<file path="src/rtl/dec_to_bin_if.sv">
// Handshake and data bundle for the BCD-to-binary converter.
// Master drives a request, slave returns status and result.
interface dec_to_bin_if;
    logic        start;
    logic [15:0] bcd;
    logic        busy;
    logic        valid;
    logic [13:0] bin;
    logic        error;

    modport master (
        output start,
        output bcd,
        input  busy,
        input  valid,
        input  bin,
        input  error
    );

    modport slave (
        input  start,
        input  bcd,
        output busy,
        output valid,
        output bin,
        output error
    );
endinterface

</file>
<file path="src/rtl/dec_to_bin.sv">
// Four-digit BCD to 14-bit binary converter.
// Reverse double-dabble, one bit per cycle, 14 iterations.
module dec_to_bin (
    input  logic         clk,
    input  logic         reset_n,
    dec_to_bin_if.slave  bus
);
    typedef enum logic [1:0] {
        S_IDLE  = 2'd0,
        S_SHIFT = 2'd1,
        S_DONE  = 2'd2
    } state_t;

    state_t      r_state;
    state_t      w_state_nxt;
    logic [15:0] r_work;
    logic [13:0] r_sr;
    logic [3:0]  r_cnt;
    logic [13:0] r_bin;
    logic        r_error;

    logic [15:0] w_work_sh;
    logic [13:0] w_sr_sh;
    logic [15:0] w_work_adj;
    logic        w_bad;
    logic        w_last;

    // Undo the x2+carry step: a shifted nibble >= 8 came from a digit >= 5
    function automatic logic [3:0] f_adj(input logic [3:0] n);
        return (n >= 4'd8) ? (n - 4'd3) : n;
    endfunction

    // Any nibble above 9 means the request is not legal BCD
    assign w_bad = (bus.bcd[15:12] > 4'd9) |
                   (bus.bcd[11:8]  > 4'd9) |
                   (bus.bcd[7:4]   > 4'd9) |
                   (bus.bcd[3:0]   > 4'd9);

    assign w_last = (r_cnt == 4'd13);

    // One shift-and-correct step of the working/binary pair
    always_comb begin
        {w_work_sh, w_sr_sh} = {1'b0, r_work, r_sr[13:1]};
        w_work_adj = {f_adj(w_work_sh[15:12]),
                      f_adj(w_work_sh[11:8]),
                      f_adj(w_work_sh[7:4]),
                      f_adj(w_work_sh[3:0])};
    end

    // Next-state logic
    always_comb begin
        w_state_nxt = r_state;
        unique case (r_state)
            S_IDLE: begin
                if (bus.start) begin
                    w_state_nxt = w_bad ? S_DONE : S_SHIFT;
                end
            end
            S_SHIFT: begin
                if (w_last) begin
                    w_state_nxt = S_DONE;
                end
            end
            S_DONE: begin
                w_state_nxt = S_IDLE;
            end
            default: begin
                w_state_nxt = S_IDLE;
            end
        endcase
    end

    // State register
    always_ff @(posedge clk or negedge reset_n) begin
        if (!reset_n) begin
            r_state <= S_IDLE;
        end else begin
            r_state <= w_state_nxt;
        end
    end

    // Datapath: capture, iterate, publish result on the last step
    always_ff @(posedge clk or negedge reset_n) begin
        if (!reset_n) begin
            r_work  <= '0;
            r_sr    <= '0;
            r_cnt   <= '0;
            r_bin   <= '0;
            r_error <= 1'b0;
        end else begin
            unique case (r_state)
                S_IDLE: begin
                    if (bus.start) begin
                        r_work  <= bus.bcd;
                        r_sr    <= '0;
                        r_cnt   <= '0;
                        r_error <= w_bad;
                        if (w_bad) begin
                            r_bin <= '0;
                        end
                    end
                end
                S_SHIFT: begin
                    r_work <= w_work_adj;
                    r_sr   <= w_sr_sh;
                    r_cnt  <= r_cnt + 4'd1;
                    if (w_last) begin
                        r_bin <= w_sr_sh;
                    end
                end
                S_DONE: begin
                    r_cnt <= '0;
                end
                default: begin
                    r_cnt <= '0;
                end
            endcase
        end
    end

    assign bus.busy  = (r_state != S_IDLE);
    assign bus.valid = (r_state == S_DONE);
    assign bus.bin   = r_bin;
    assign bus.error = r_error;

endmodule

</file>
<file path="src/flat_wrapper.sv">
// flat-port wrapper written by rule: the top's interface ports become plain ports
module dec_to_bin_flat 
  (clk, reset_n, bus_start, bus_bcd, bus_busy, bus_valid, bus_bin, bus_error);
  dec_to_bin_if bus_i ();
  input  logic clk;
  input  logic reset_n;
  input wire logic [$bits(bus_i.start)-1:0] bus_start;
  input wire logic [$bits(bus_i.bcd)-1:0] bus_bcd;
  output wire logic [$bits(bus_i.busy)-1:0] bus_busy;
  output wire logic [$bits(bus_i.valid)-1:0] bus_valid;
  output wire logic [$bits(bus_i.bin)-1:0] bus_bin;
  output wire logic [$bits(bus_i.error)-1:0] bus_error;
  assign bus_i.start = bus_start;
  assign bus_i.bcd = bus_bcd;
  assign bus_busy = bus_i.busy;
  assign bus_valid = bus_i.valid;
  assign bus_bin = bus_i.bin;
  assign bus_error = bus_i.error;
  dec_to_bin u_core (.clk(clk), .reset_n(reset_n), .bus(bus_i));
endmodule
</file>
<file path="config.mk">
export PLATFORM = sky130hd
export DESIGN_NAME = dec_to_bin_flat
export DESIGN_NICKNAME = d
export VERILOG_FILES = /design/src/rtl/dec_to_bin_if.sv /design/src/rtl/dec_to_bin.sv /design/src/flat_wrapper.sv
export SDC_FILE = /design/constraint.sdc
export NUM_CORES = 1
export LEC_CHECK = 0
export CAP_MARGIN = 20
export CORE_ASPECT_RATIO = 1.25
export CORE_MARGIN = 2
export CORE_UTILIZATION = 49
export CTS_CLUSTER_DIAMETER = 40
export DETAILED_ROUTE_END_ITERATION = 8
export GPL_TIMING_DRIVEN = 0
export PLACE_DENSITY = 0.73
export SLEW_MARGIN = 20
export SYNTH_ARGS = -nofsm -noshare
export SYNTH_HDL_FRONTEND = slang
export SYNTH_SLANG_ARGS = --single-unit
</file>
<file path="constraint.sdc">
create_clock -name clk -period 1.6 [get_ports clk]
set_input_delay 0.32 -clock clk [delete_from_list [all_inputs] [get_ports clk]]
set_output_delay 0.32 -clock clk [all_outputs]
set_load 0.03 [all_outputs]
</file>
==> results_tabular.tex <==
\begin{tabular}{lr}
\hline
Metric & Value \\
\hline
\multicolumn{2}{l}{\textbf{Critical path}} \\
Crit path max fanout & 10 \\
Sort of element at the end of the critical path & primary output \\
Worst Reg-to-Reg Cells & 5 \\
Worst path required time & 1.28 ns \\
R2R Path End & u\_core.r\_work[11]\$\_DFFE\_PN0P\_ \\
Launching element of the worst setup path & u\_core.r\_state[1]\$\_DFFE\_PN0P\_ \\
Critical Path End & bus\_busy \\
Origin of the critical flop-to-flop path & u\_core.r\_state[0]\$\_DFFE\_PN0P\_ \\
Type of origin of the critical path & flip-flop \\
Worst Path Arrival & between 1 and 1.5 ns \\
Worst setup path class & reg -> out \\
Reg-to-reg slack, setup & 0.07 ns \\
\multicolumn{2}{l}{\textbf{Routing}} \\
Number of remaining DRC errors & 0 \\
Number of design-rule violations left by the first detailed-router iteration & 101 \\
Mean routed wirelength per cell & 16.4 µm \\
Drt via density & $\sim$5.7 \\
Antenna-violating nets left & 0 \\
Drt pass-1 iters & 5 \\
Count of vias placed by the detailed router & 1959 \\
Routed wire length & $\sim$5600 µm \\
\multicolumn{2}{l}{\textbf{Clock tree}} \\
H-tree depth & 2 \\
Hold-fix buffers at CTS & 0 \\
Clock transition at the registers of the reported paths & about 0.080 ns \\
Total clock buffers created by CTS & 5 \\
Number of sinks handled by clock tree synthesis & 50 \\
Number of buffers on the longest clock path & 2 \\
Clock insertion delay at the later pin of the skew report & around 0.3 ns \\
CTS Root Cell & sky130\_fd\_sc\_hd\_\_clkbuf\_8 \\
TritonCTS clock tree & done \\
\multicolumn{2}{l}{\textbf{Synthesis}} \\
Dominant register cell in the synthesized netlist & sky130\_fd\_sc\_hd\_\_dfrtp\_1 \\
Number of flops mapped to enable cells by yosys & 0 \\
Async set-reset flop share out of synthesis & 100\% \\
Sequential area share after synthesis & approximately half \\
Register bit count reported by yosys & 50 \\
Synthesized Nets & 266 \\
Cells after Synth & 239 \\
Mapped Area & 0.00246 mm² \\
Post-synth cell types & 36 \\
YS warnings & 0 \\
Mean instance size in the synthesized netlist & 10.3 µm² \\
\multicolumn{2}{l}{\textbf{STA}} \\
Total negative slack & 0 ns \\
Count of final max-slew check failures & 0 \\
Worst hold slack & 0.0311 ns \\
Hold Vio Cnt, Final & 0 \\
Slew Limit Headroom & a little under three fifths \\
Post-layout worst setup margin & just over 0.06 ns \\
Layout Skew & 0.00735 ns \\
Share of the cycle needed by the critical path after routing & 96.2\% \\
RSZ-0062 raised after global routing & true \\
Transition time at the pin with the least slew margin & 0.637 ns \\
Highest achievable clock rate & 0.650 GHz \\
Min cycle time layout & 1.54 ns \\
Final setup violation count & 0 \\
\multicolumn{2}{l}{\textbf{Global routing}} \\
Tot GR Track Use & between 20 and 25\% \\
First-pass GRT wire length & 9390 µm \\
Overflow left after global routing & 0 \\
Antenna violations before repair & 0 \\
Via count of the first global-routing pass & around 1900 \\
Largest net degree at the start of global routing & 51 \\
\multicolumn{2}{l}{\textbf{Placed design}} \\
Detail Placement HPWL & 3800 µm \\
Final Wtd Congestion & 0.836 \\
Worst-case setup slack after placement & -0.475 ns \\
Post-DP Area & about 0.0029 mm² \\
Port Buffer Count & 35 \\
\multicolumn{2}{l}{\textbf{Cells and area}} \\
Post-route cell area & 0.00302 mm² \\
Relative area change from synthesis to final layout & 22.5\% \\
Number of nets in the final layout & 310 \\
Fraction of layout instances using a drive strength above 1 & between 10\% and 20\% \\
Filler cells & 422 \\
Number of antenna diodes & 0 \\
\multicolumn{2}{l}{\textbf{Power}} \\
Pwr dens & 1340 mW/mm² \\
IR Drop Worst-Case VDD & roughly 0.56 mV \\
Final Total Pwr & roughly 4.1 mW \\
Leakage & roughly 1.5 nW \\
\multicolumn{2}{l}{\textbf{Floorplan}} \\
Num rows & 28 \\
Core area & 0.00480 mm² \\
Height of the die & 83.3 µm \\
Initial Util & slightly above 50\% \\
Die ar. & 0.00561 mm² \\
Number of top-level pins & 36 \\
Horizontal die dimension & between 60 and 70 µm \\
\multicolumn{2}{l}{\textbf{Job}} \\
Max-cap check violation count & 0 \\
\multicolumn{2}{l}{\textbf{Status}} \\
Run status & completed \\
\multicolumn{2}{l}{\textbf{Worst hold path}} \\
Worst min-delay path category & in -> async \\
\hline
\end{tabular}
-- critical path: stages, from the launching register on --
cell and delay (ns):
sky130_fd_sc_hd__dfrtp_1 0.39, sky130_fd_sc_hd__buf_4 0.18, sky130_fd_sc_hd__inv_2 0.11, sky130_fd_sc_hd__nand2_1 0.06, sky130_fd_sc_hd__buf_2 0.17
-- power breakdown --
| group | switching [mW] | total, mW | internal [mW] | leakage (nW) |
|---|---|---|---|---|
| combinational | 0.784 | 1.42 | 0.639 | 0.753 |
| clock | 0.414 | 0.882 | 0.468 | 0.0524 |
| sequential | 0.232 | 1.75 | 1.51 | 0.655 |
-- stage by stage --
| stage | util [%] | instances |
|---|---|---|
| 4_1_cts | 62.9 | 345 |
| 2_1_floorplan | - | 239 |
| 3_5_place_dp | 60.1 | 334 |
| 6_report | 62.9 | 344 |
| 3_3_place_gp | 60.2 | 334 |
| 5_1_grt | 62.9 | 344 |
-- routing by layer --
layer | up-vias | track usage (%) | share of wire, %
met3 | 10 | 4.07 | 4.0
met1 | 969 | 30.1 | 46
met2 | 42 | 35.2 | 49
met5 | - | 0 | 0
li1 | 938 | - | -
met4 | 0 | 6.49 | 1.2
-- worst min-delay path by stage --
stage / to / depth (start not counted)
2_1_floorplan: u_core.bus.bin[0]$_DFFE_PN0P_ / 0
3_3_place_gp: u_core.r_work[12]$_DFFE_PN0P_ / 2
3_5_place_dp: u_core.r_work[13]$_DFFE_PN0P_ / 1
4_1_cts: u_core.r_work[13]$_DFFE_PN0P_ / 1
5_1_grt: u_core.r_work[14]$_DFFE_PN0P_ / 1
6_report: u_core.r_work[13]$_DFFE_PN0P_ / 1
-- sequential cells by signal, indices dropped and copies added, names as in the netlist --
| name | cells |
|---|---|
| u_core.r_work | 16 |
| u_core.bus.bin | 14 |
| u_core.r_state | 2 |
| u_core.r_sr | 13 |
| u_core.bus.error | 1 |
| u_core.r_cnt | 4 |
-- placed cells by master (no fill, tap or decap), types with 3 or more instances in the layout --
cell type	count
sky130_fd_sc_hd__dfrtp_1	50
sky130_fd_sc_hd__o21ai_0	24
sky130_fd_sc_hd__nand3_1	18
sky130_fd_sc_hd__clkdlybuf4s50_1	16
sky130_fd_sc_hd__dlygate4sd2_1	16
sky130_fd_sc_hd__a22o_1	14
sky130_fd_sc_hd__nand2_1	12
sky130_fd_sc_hd__o21ai_1	11
sky130_fd_sc_hd__mux2i_1	10
sky130_fd_sc_hd__inv_1	9
sky130_fd_sc_hd__nor2_1	9
sky130_fd_sc_hd__clkbuf_2	8
sky130_fd_sc_hd__a21oi_1	8
sky130_fd_sc_hd__ha_1	8
sky130_fd_sc_hd__o22ai_1	7
sky130_fd_sc_hd__clkbuf_1	6
sky130_fd_sc_hd__buf_4	5
sky130_fd_sc_hd__clkbuf_8	5
sky130_fd_sc_hd__buf_6	4
sky130_fd_sc_hd__nand2b_1	4
sky130_fd_sc_hd__nor2b_1	4
sky130_fd_sc_hd__xnor2_1	4
sky130_fd_sc_hd__o22a_1	3
sky130_fd_sc_hd__o211a_1	3
sky130_fd_sc_hd__o31ai_1	3
sky130_fd_sc_hd__xor2_1	3
-- cells in the mapped netlist, drive strengths merged (2+ instances only) --
cell type / number / share of area [%]
o21a: 2 / 0.61
mux2i: 10 / 4.1
inv: 10 / 1.5
o22ai: 7 / 1.8
nand3: 18 / 3.7
xor2: 3 / 1.1
nor2: 9 / 1.4
xnor2: 4 / 1.4
dfrtp: 50 / 51
nor2b: 4 / 1.0
o22a: 3 / 1.1
nand2b: 4 / 1.0
a21oi: 8 / 1.6
o211a: 3 / 1.2
buf: 6 / 1.9
ha: 8 / 4.1
o21ai: 35 / 7.1
o31ai: 3 / 0.91
nand2: 12 / 1.8
a22o: 14 / 5.0
clkbuf: 14 / 2.1
-- cell families after synthesis --
group | after synthesis | synth area share, %
multiplexers | 11 | 4.52
AO/OA/AOI/OAI | 81 | 22.2
buffers and inverters | 30 | 5.59
AND/OR/NAND/NOR | 52 | 10.4
XOR/XNOR | 7 | 2.49
flip-flops | 50 | 50.8
adder cells (fa/ha/maj) | 8 | 4.07
-- final cells by class --
class	count	area, µm²	share of cell area (%)
clock inverters	1	30.0	0.995
well taps	60	75.1	2.49
plain buffers	19	120	3.98
flip-flops and latches	50	1250	41.5
repair buffers	38	350	11.6
multi-input cells	159	1080	35.7
clock buffers	7	76.3	2.53
inverters	10	37.5	1.24
-- timing repair --
action,4_1_cts,5_1_grt
resized for setup,46,13
pin swaps,1,0
gates cloned,1,0
setup endpoints to repair,55,29
setup buffers,2,0
Power figures use the tool's default switching activity.
